### src/rtl/pipe_ctrl_pkg.sv
// Shared definitions for the pipeline hazard/sequencing controller.
// State encodings, strobe polarities and the instruction address width.
package pipe_ctrl_pkg;

  // Width of an instruction address; the redirect target reuses it.
  localparam int INST_ADDR_W = 32;

  // Strobe polarities seen by the pc / pc_id / id_ex registers.
  localparam logic HOLD_ENABLE  = 1'b1;
  localparam logic HOLD_DISABLE = 1'b0;
  localparam logic JUMP_ENABLE  = 1'b1;
  localparam logic JUMP_DISABLE = 1'b0;

  // Controller FSM states (2-bit encoding).
  typedef enum logic [1:0] {
    PIPE_ST_RUN   = 2'd0,
    PIPE_ST_REDIR = 2'd1,
    PIPE_ST_DIV   = 2'd2
  } pipe_st_e;

endpackage

### src/rtl/pipe_ctrl_if.sv
// Hazard controller signal bundle.
// Handshake: there is no valid/ready pair here; every request input is
// sampled in the cycle it is high, and every strobe output is valid in the
// same cycle (combinational from the inputs plus registered state).
// state_dbg exposes the controller FSM state for observation.
interface pipe_ctrl_if;
  import pipe_ctrl_pkg::*;

  logic                   jump_req_i;
  logic [INST_ADDR_W-1:0] jump_addr_i;
  logic                   div_start_i;
  logic                   ex_is_load_i;
  logic [4:0]             ex_rd_i;
  logic [4:0]             id_rs1_i;
  logic [4:0]             id_rs2_i;
  logic                   id_rs1_re_i;
  logic                   id_rs2_re_i;
  logic                   bus_wait_i;

  logic                   hold_pc_o;
  logic                   hold_if_id_o;
  logic                   flush_if_id_o;
  logic                   flush_id_ex_o;
  logic                   hold_ex_o;
  logic                   jump_ena_o;
  logic [INST_ADDR_W-1:0] jump_addr_o;
  logic                   div_done_o;
  pipe_st_e               state_dbg;

  // Pipeline side: raises requests, consumes strobes.
  modport master (
    output jump_req_i, jump_addr_i, div_start_i, ex_is_load_i, ex_rd_i,
           id_rs1_i, id_rs2_i, id_rs1_re_i, id_rs2_re_i, bus_wait_i,
    input  hold_pc_o, hold_if_id_o, flush_if_id_o, flush_id_ex_o, hold_ex_o,
           jump_ena_o, jump_addr_o, div_done_o, state_dbg
  );

  // Controller side.
  modport slave (
    input  jump_req_i, jump_addr_i, div_start_i, ex_is_load_i, ex_rd_i,
           id_rs1_i, id_rs2_i, id_rs1_re_i, id_rs2_re_i, bus_wait_i,
    output hold_pc_o, hold_if_id_o, flush_if_id_o, flush_id_ex_o, hold_ex_o,
           jump_ena_o, jump_addr_o, div_done_o, state_dbg
  );

endinterface

### src/rtl/pipe_ctrl_hazard_detect.sv
// Load-use hazard comparator: purely combinational, kept separate so the
// same register-match logic can be reused by the forwarding unit.
module pipe_ctrl_hazard_detect (
  input  logic       ex_is_load,
  input  logic [4:0] ex_rd,
  input  logic [4:0] id_rs1,
  input  logic [4:0] id_rs2,
  input  logic       id_rs1_re,
  input  logic       id_rs2_re,
  output logic       load_use
);

  logic rs1_hit;
  logic rs2_hit;

  // A source only counts when it is actually read; x0 never carries a hazard.
  always_comb begin
    rs1_hit  = id_rs1_re && (id_rs1 == ex_rd);
    rs2_hit  = id_rs2_re && (id_rs2 == ex_rd);
    load_use = ex_is_load && (ex_rd != 5'd0) && (rs1_hit || rs2_hit);
  end

endmodule

### src/rtl/pipe_ctrl.sv
// Pipeline hazard/sequencing controller: arbitrates jump redirects, the
// fixed-latency divider, load-use stalls and fetch wait, and produces the
// hold/flush strobes for pc, IF/ID and ID/EX.
// Optional build macro PIPE_STALL_CNT_EN adds stall/flush cycle counters.
module pipe_ctrl
  import pipe_ctrl_pkg::*;
#(
  parameter int DIV_CYCLES = 8,
  parameter int CNT_W      = 8
) (
  input  logic        clk_100MHz,
  input  logic        arst,
  pipe_ctrl_if.slave  bus
`ifdef PIPE_STALL_CNT_EN
  ,
  output logic [31:0] stall_cycles_o,
  output logic [31:0] flush_cycles_o
`endif
);

  // The start cycle is the first hold cycle, so DIV covers the remaining ones.
  localparam logic [CNT_W-1:0] DIV_LOAD = CNT_W'(DIV_CYCLES - 1);
  localparam logic [CNT_W-1:0] CNT_ONE  = CNT_W'(1);

  pipe_st_e               state_q, state_d;
  logic [CNT_W-1:0]       cnt_q, cnt_d;
  logic [INST_ADDR_W-1:0] addr_q, addr_d;
  logic                   load_use;

  logic                   hold_pc;
  logic                   hold_if_id;
  logic                   flush_if_id;
  logic                   flush_id_ex;
  logic                   hold_ex;
  logic                   jump_ena;
  logic [INST_ADDR_W-1:0] jump_addr;
  logic                   div_done;

  pipe_ctrl_hazard_detect u_hazard (
    .ex_is_load (bus.ex_is_load_i),
    .ex_rd      (bus.ex_rd_i),
    .id_rs1     (bus.id_rs1_i),
    .id_rs2     (bus.id_rs2_i),
    .id_rs1_re  (bus.id_rs1_re_i),
    .id_rs2_re  (bus.id_rs2_re_i),
    .load_use   (load_use)
  );

  // State, divide counter and latched redirect target.
  always_ff @(posedge clk_100MHz or posedge arst) begin
    if (arst) begin
      state_q <= PIPE_ST_RUN;
      cnt_q   <= '0;
      addr_q  <= '0;
    end else begin
      state_q <= state_d;
      cnt_q   <= cnt_d;
      addr_q  <= addr_d;
    end
  end

  // Next-state and strobe decode; everything is forced low while in reset.
  always_comb begin
    state_d     = state_q;
    cnt_d       = cnt_q;
    addr_d      = addr_q;
    hold_pc     = HOLD_DISABLE;
    hold_if_id  = HOLD_DISABLE;
    flush_if_id = 1'b0;
    flush_id_ex = 1'b0;
    hold_ex     = HOLD_DISABLE;
    jump_ena    = JUMP_DISABLE;
    jump_addr   = addr_q;
    div_done    = 1'b0;

    case (state_q)
      PIPE_ST_RUN: begin
        if (bus.jump_req_i) begin
          // Jump wins over a same-cycle divide: the divide is younger.
          jump_ena    = JUMP_ENABLE;
          jump_addr   = bus.jump_addr_i;
          flush_if_id = 1'b1;
          flush_id_ex = 1'b1;
          addr_d      = bus.jump_addr_i;
          state_d     = PIPE_ST_REDIR;
        end else if (bus.div_start_i) begin
          hold_pc    = HOLD_ENABLE;
          hold_if_id = HOLD_ENABLE;
          hold_ex    = HOLD_ENABLE;
          cnt_d      = DIV_LOAD;
          state_d    = PIPE_ST_DIV;
        end else if (load_use) begin
          // Keep the consumer in ID and send a bubble down to EX.
          hold_pc     = HOLD_ENABLE;
          hold_if_id  = HOLD_ENABLE;
          flush_id_ex = 1'b1;
        end else if (bus.bus_wait_i) begin
          // Fetch not ready: hold PC and pass a bubble into ID.
          hold_pc     = HOLD_ENABLE;
          flush_if_id = 1'b1;
        end
      end

      PIPE_ST_REDIR: begin
        // The instruction fetched in the jump cycle is stale; squash it.
        flush_if_id = 1'b1;
        state_d     = PIPE_ST_RUN;
      end

      PIPE_ST_DIV: begin
        hold_pc    = HOLD_ENABLE;
        hold_if_id = HOLD_ENABLE;
        hold_ex    = HOLD_ENABLE;
        cnt_d      = cnt_q - CNT_ONE;
        // Final hold cycle is the one whose decrement brings the counter to 0.
        if (cnt_q <= CNT_ONE) begin
          cnt_d    = '0;
          div_done = 1'b1;
          state_d  = PIPE_ST_RUN;
        end
      end

      default: begin
        state_d = PIPE_ST_RUN;
      end
    endcase

    if (arst) begin
      hold_pc     = HOLD_DISABLE;
      hold_if_id  = HOLD_DISABLE;
      flush_if_id = 1'b0;
      flush_id_ex = 1'b0;
      hold_ex     = HOLD_DISABLE;
      jump_ena    = JUMP_DISABLE;
      jump_addr   = '0;
      div_done    = 1'b0;
    end
  end

  assign bus.hold_pc_o     = hold_pc;
  assign bus.hold_if_id_o  = hold_if_id;
  assign bus.flush_if_id_o = flush_if_id;
  assign bus.flush_id_ex_o = flush_id_ex;
  assign bus.hold_ex_o     = hold_ex;
  assign bus.jump_ena_o    = jump_ena;
  assign bus.jump_addr_o   = jump_addr;
  assign bus.div_done_o    = div_done;
  assign bus.state_dbg     = state_q;

`ifdef PIPE_STALL_CNT_EN
  // Cycle counters for PC holds and IF/ID squashes; wrap naturally.
  always_ff @(posedge clk_100MHz or posedge arst) begin
    if (arst) begin
      stall_cycles_o <= '0;
      flush_cycles_o <= '0;
    end else begin
      if (hold_pc)     stall_cycles_o <= stall_cycles_o + 32'd1;
      if (flush_if_id) flush_cycles_o <= flush_cycles_o + 32'd1;
    end
  end
`endif

endmodule

### src/flat_wrapper.sv
// flat-port wrapper written by rule: the top's interface ports become plain ports
module pipe_ctrl_flat import pipe_ctrl_pkg::*;
#(
  parameter int DIV_CYCLES = 8,
  parameter int CNT_W      = 8
)
  (clk_100MHz, arst, bus_jump_req_i, bus_jump_addr_i, bus_div_start_i, bus_ex_is_load_i, bus_ex_rd_i, bus_id_rs1_i, bus_id_rs2_i, bus_id_rs1_re_i, bus_id_rs2_re_i, bus_bus_wait_i, bus_hold_pc_o, bus_hold_if_id_o, bus_flush_if_id_o, bus_flush_id_ex_o, bus_hold_ex_o, bus_jump_ena_o, bus_jump_addr_o, bus_div_done_o, bus_state_dbg);
  pipe_ctrl_if bus_i ();
  input  logic clk_100MHz;
  input  logic arst;
  input wire logic [$bits(bus_i.jump_req_i)-1:0] bus_jump_req_i;
  input wire logic [$bits(bus_i.jump_addr_i)-1:0] bus_jump_addr_i;
  input wire logic [$bits(bus_i.div_start_i)-1:0] bus_div_start_i;
  input wire logic [$bits(bus_i.ex_is_load_i)-1:0] bus_ex_is_load_i;
  input wire logic [$bits(bus_i.ex_rd_i)-1:0] bus_ex_rd_i;
  input wire logic [$bits(bus_i.id_rs1_i)-1:0] bus_id_rs1_i;
  input wire logic [$bits(bus_i.id_rs2_i)-1:0] bus_id_rs2_i;
  input wire logic [$bits(bus_i.id_rs1_re_i)-1:0] bus_id_rs1_re_i;
  input wire logic [$bits(bus_i.id_rs2_re_i)-1:0] bus_id_rs2_re_i;
  input wire logic [$bits(bus_i.bus_wait_i)-1:0] bus_bus_wait_i;
  output wire logic [$bits(bus_i.hold_pc_o)-1:0] bus_hold_pc_o;
  output wire logic [$bits(bus_i.hold_if_id_o)-1:0] bus_hold_if_id_o;
  output wire logic [$bits(bus_i.flush_if_id_o)-1:0] bus_flush_if_id_o;
  output wire logic [$bits(bus_i.flush_id_ex_o)-1:0] bus_flush_id_ex_o;
  output wire logic [$bits(bus_i.hold_ex_o)-1:0] bus_hold_ex_o;
  output wire logic [$bits(bus_i.jump_ena_o)-1:0] bus_jump_ena_o;
  output wire logic [$bits(bus_i.jump_addr_o)-1:0] bus_jump_addr_o;
  output wire logic [$bits(bus_i.div_done_o)-1:0] bus_div_done_o;
  output wire logic [$bits(bus_i.state_dbg)-1:0] bus_state_dbg;
  assign bus_i.jump_req_i = bus_jump_req_i;
  assign bus_i.jump_addr_i = bus_jump_addr_i;
  assign bus_i.div_start_i = bus_div_start_i;
  assign bus_i.ex_is_load_i = bus_ex_is_load_i;
  assign bus_i.ex_rd_i = bus_ex_rd_i;
  assign bus_i.id_rs1_i = bus_id_rs1_i;
  assign bus_i.id_rs2_i = bus_id_rs2_i;
  assign bus_i.id_rs1_re_i = bus_id_rs1_re_i;
  assign bus_i.id_rs2_re_i = bus_id_rs2_re_i;
  assign bus_i.bus_wait_i = bus_bus_wait_i;
  assign bus_hold_pc_o = bus_i.hold_pc_o;
  assign bus_hold_if_id_o = bus_i.hold_if_id_o;
  assign bus_flush_if_id_o = bus_i.flush_if_id_o;
  assign bus_flush_id_ex_o = bus_i.flush_id_ex_o;
  assign bus_hold_ex_o = bus_i.hold_ex_o;
  assign bus_jump_ena_o = bus_i.jump_ena_o;
  assign bus_jump_addr_o = bus_i.jump_addr_o;
  assign bus_div_done_o = bus_i.div_done_o;
  assign bus_state_dbg = bus_i.state_dbg;
  pipe_ctrl #(.DIV_CYCLES(DIV_CYCLES), .CNT_W(CNT_W)) u_core (.clk_100MHz(clk_100MHz), .arst(arst), .bus(bus_i));
endmodule
### config.mk
export PLATFORM = sky130hd
export DESIGN_NAME = pipe_ctrl_flat
export DESIGN_NICKNAME = d
export VERILOG_FILES = /design/src/rtl/pipe_ctrl_pkg.sv /design/src/rtl/pipe_ctrl_if.sv /design/src/rtl/pipe_ctrl_hazard_detect.sv /design/src/rtl/pipe_ctrl.sv /design/src/flat_wrapper.sv
export SDC_FILE = /design/constraint.sdc
export NUM_CORES = 1
export LEC_CHECK = 0
export CAP_MARGIN = 20
export CORE_MARGIN = 4
export CORE_UTILIZATION = 45
export CTS_BUF_LIST = sky130_fd_sc_hd__clkbuf_8
export CTS_CLUSTER_DIAMETER = 80
export DETAILED_ROUTE_END_ITERATION = 10
export PLACE_DENSITY = 0.84
export SLEW_MARGIN = 5
export SYNTH_ARGS = -nofsm -noshare
export SYNTH_HDL_FRONTEND = slang
export SYNTH_HIERARCHICAL = 1
export SYNTH_SLANG_ARGS = --single-unit
### constraint.sdc
create_clock -name clk_100MHz -period 6.47 [get_ports clk_100MHz]
set_clock_uncertainty 0.05 [all_clocks]
set_input_delay 1.6175 -clock clk_100MHz [delete_from_list [all_inputs] [get_ports clk_100MHz]]
set_output_delay 1.6175 -clock clk_100MHz [all_outputs]
set_load 0.005 [all_outputs]
==> results.txt <==
----------------------------------------------------
[Status]
  Result of the run ... finished, final reports clean

[Drt]
  Drt initial violations ... 39
  WL per Instance ... 14.8 um
  Vias per Instance ... between 4 and 5
  Routed met3 length ... ~600 um
  Number of DRC violations after detailed routing ... 0
  Remaining antenna violation count ... 0
  Total via count after detailed routing ... approximately 1,800
  Sum of met2 wire segment lengths after detailed routing ... 2480 um
  TritonRoute pass-1 iters ... 5
  M1 WL ... 2080 um
  Wire length reported by the detailed router ... approximately 5300 um
  Top sig layer ... met4

[Global routing]
  Global Route Usage Sum ... 17.5%
  Wire length of the first global-routing pass ... 8670 um
  Number of global-route vias before repair ... 1,926
  Antenna violations before repair ... 0
  Overflow left after global routing ... 0
  Pin count of the biggest net entering global routing ... 38

[Cells and area]
  Filler Cell Count ... 390
  Commonest non-fill, non-tap cell in the layout ... sky130_fd_sc_hd__clkdlybuf4s50_1
  Ant. Diodes ... 0
  Most frequent cells in the layout ... 95 x sky130_fd_sc_hd__clkdlybuf4s50_1, 42 x sky130_fd_sc_hd__dfrtp_1, 31 x sky130_fd_sc_hd__and2_1
  Final Net Count ... roughly 350
  Layout Area Growth over Synthesis ... 45.7%
  Non-filler cells in the finished layout ... 357
  Final standard cell utilization of the core ... just under 70%
  Share of post-route cells with drive strength above 1 ... 16.9%

[Synth]
  Dominant combinational cell family by area after synthesis ... multiplexers
  Number of warning messages in the yosys log ... 6
  Number of nets produced by synthesis ... 250
  Synthesized area per cell ... 12.0 um^2
  Syn Inst Count ... about 190
  Post-synthesis share of cell area spent on xor and xnor gates ... 5.31%
  Synthesized-area fraction occupied by ao, oa, aoi and oai cells ... about 6.2%
  Sequential area share after synthesis ... 45.5%
  Area of the mapped netlist ... 2310 um^2
  Area share of the leading cell type in the synthesized netlist ... about 46%
  Simple-gate portion of the synthesized area ... 16.5%
  Arithmetic-cell share of the synthesized area counting full adders, half adders and majority gates ... 1.08%
  Number of storage elements in the synthesis netlist ... 42
  Post-synthesis mux area share ... a little over 20%
  Leading cell types by total area after synthesis ... sky130_fd_sc_hd__dfrtp_1 46%, sky130_fd_sc_hd__mux2_4 19%, sky130_fd_sc_hd__and2_1 8.4%, sky130_fd_sc_hd__xor2_1 4.2%, sky130_fd_sc_hd__buf_12 2.6%
  Number of distinct library cells after synthesis ... 35
  Cell type with the highest aggregate area in the netlist ... sky130_fd_sc_hd__dfrtp_1

[Worst setup path]
  Worst Setup Path Type ... in2out
  Data arrival time of the worst path ... ~3.9 ns
  Type of element launching the critical path ... primary input
  Critical Path Fanout Max ... 3
  Critical path required time ... between 4 and 5 ns
  Type of destination of the critical path ... primary output
  Depth of the most critical reg-to-reg path ... 3

[STA]
  Endpoints failing hold ... 0
  Max transition margin ... about three fifths
  Measured slew at the worst slew-check pin ... 0.596 ns
  Highest clock rate ... approximately 0.18 GHz
  Setup TNS Final ... 0 ns
  Final number of max-transition violations ... 0
  Total of endpoints with negative setup slack in the final report ... 0
  Final critical-path setup slack ... 0.952 ns
  Time the worst path needs with I/O delays and setup ... 5.52 ns
  RSZ-0062 raised after global routing ... false
  Final Cycle Share ... 85.3%

[Floorplan]
  Die extent in x ... roughly 80 um
  Row count ... 25
  I/O pin cnt ... 96
  Initial Util ... 47.6%
  Chip Height ... 79.6 um
  DIE AREA ... 6340 um^2
  Core area ... slightly below 5000 um^2

[Job]
  # Max-Cap Violations ... 0

[Worst hold path]
  Worst min-delay path class ... reg2reg
  Worst Hold Depth ... 1

[Clock tree]
  TritonCTS clock tree ... built
  Count of H-tree levels built during CTS ... 2
  CTS Buf Count ... 5
  Buffers inserted during post-CTS setup optimization ... 0
  Master cell of the clock root buffer ... sky130_fd_sc_hd__clkbuf_8
  Clock input transition at the sequential cells of the worst setup and hold paths ... 0.08 ns
  Clock insertion delay at the later pin of the skew report ... 0.29 ns
  Number of buffers on the longest clock path ... 2
  Hold Buf Count CTS ... 0
  Sink Count ... 42
  Cells resized by post-CTS repair ... 0

[Power]
  Power per Cell Area ... 368 nW/um^2
  Design Power ... 1.24 mW
  Static Leakage ... 1.45 nW
  Worst ir drop on vdd ... 0.219 mV

[Placed design]
  Setup slack after placement ... 0.954 ns
  Port-buffer cells ... 95
  Detail Placement HPWL ... 4050 um
  Post-Place Cells ... 349
  RePlAce Congestion ... 0.839

----------------------------------------------------
[cell type report]
cell class	count	area, um^2	share of cell area (%)
inverter	8	30.0	0.893
timing repair buffer	97	966	28.7
clock buffer	6	82.6	2.46
multi-input combinational	135	1140	33.9
sequential	42	1050	31.3
clock inverter	2	8.76	0.260
tap	67	83.8	2.49
[critical path: stages]
cell                              delay (ns)
sky130_fd_sc_hd__clkdlybuf4s50_1        0.47
sky130_fd_sc_hd__xor2_1                 0.20
sky130_fd_sc_hd__nor4_2                 0.28
sky130_fd_sc_hd__nand3_1                0.10
sky130_fd_sc_hd__a21oi_1                0.27
sky130_fd_sc_hd__nand2_1                0.09
sky130_fd_sc_hd__a21oi_1                0.19
sky130_fd_sc_hd__a31o_2                 0.13
sky130_fd_sc_hd__clkdlybuf4s50_1        0.50
[sequential cells by signal (all words and copies together) (netlist names)]
signal                count
u_core/addr_q            32
u_core/bus.state_dbg      2
u_core/cnt_q              8
[per-stage QoR]
step | hold slack [ns] | instance area, um^2
finish | 0.442 | 3360
global route | 0.455 | 3360
CTS | 0.446 | 3360
detailed placement | 0.426 | 3270
global placement | 0.422 | 3270
floorplan | 0.414 | 2310
[synth_stat cells (all sizes together)]
library cell and instances:
nor2b 2, dfrtp 42, mux2 32, ha 2, a211oi 1, nand4 1
o211ai 3, and3 1, o2111ai 1, or4 1, a31o 1, o21ai 5
and2 33, nor2 12, xnor2 3, nor4 5, inv 8, xor2 11
buf 4, a21boi 1, nand2b 1, a221oi 1, nand2 5, o211a 1
nand3 2, clkbuf 4, a2bb2oi 1, nor3 2, a21oi 7
[worst paths after layout]
check | start | to | slack [ns]
worst max-delay path | bus_ex_rd_i[0] | bus_hold_pc_o | 0.95
worst min-delay path | u_core/addr_q[28]$_DFF_PP0_ | u_core/addr_q[28]$_DFF_PP0_ | 0.44
worst max register to register | u_core/bus.state_dbg[1]$_DFFE_PP0P_ | u_core/addr_q[0]$_DFF_PP0_ | 4.59
worst min register to register | u_core/addr_q[28]$_DFF_PP0_ | u_core/addr_q[28]$_DFF_PP0_ | 0.44
max in group asynchronous | arst | u_core/addr_q[28]$_DFF_PP0_ | 3.91
min in group asynchronous | arst | u_core/addr_q[7]$_DFF_PP0_ | 1.81
[layer usage]
metal / track usage (%) / vias to the layer above
met2: 29.4 / 93
li1: - / 845
met5: 0 / -
met4: 8.08 / 0
met3: 6.09 / 10
met1: 19.8 / 805
[power breakdown]
part	internal [mW]	leakage (nW)	switching (mW)
combinational	0.396	0.902	0.221
sequential	0.387	0.499	0.0621
clock	0.0846	0.0524	0.0869
total	0.868	1.45	0.370
[cell families (layout without fill, tap and decap cells)]
kind of cell	after synthesis	in the layout
adders and majority gates	2	2
AOI/OAI and AO/OA	22	22
and+or+nand+nor	65	65
muxes	32	32
xor gates and xnor gates	14	14
DFF	42	42
buffers and inverters	16	113
Power figures use the tool's default switching activity.
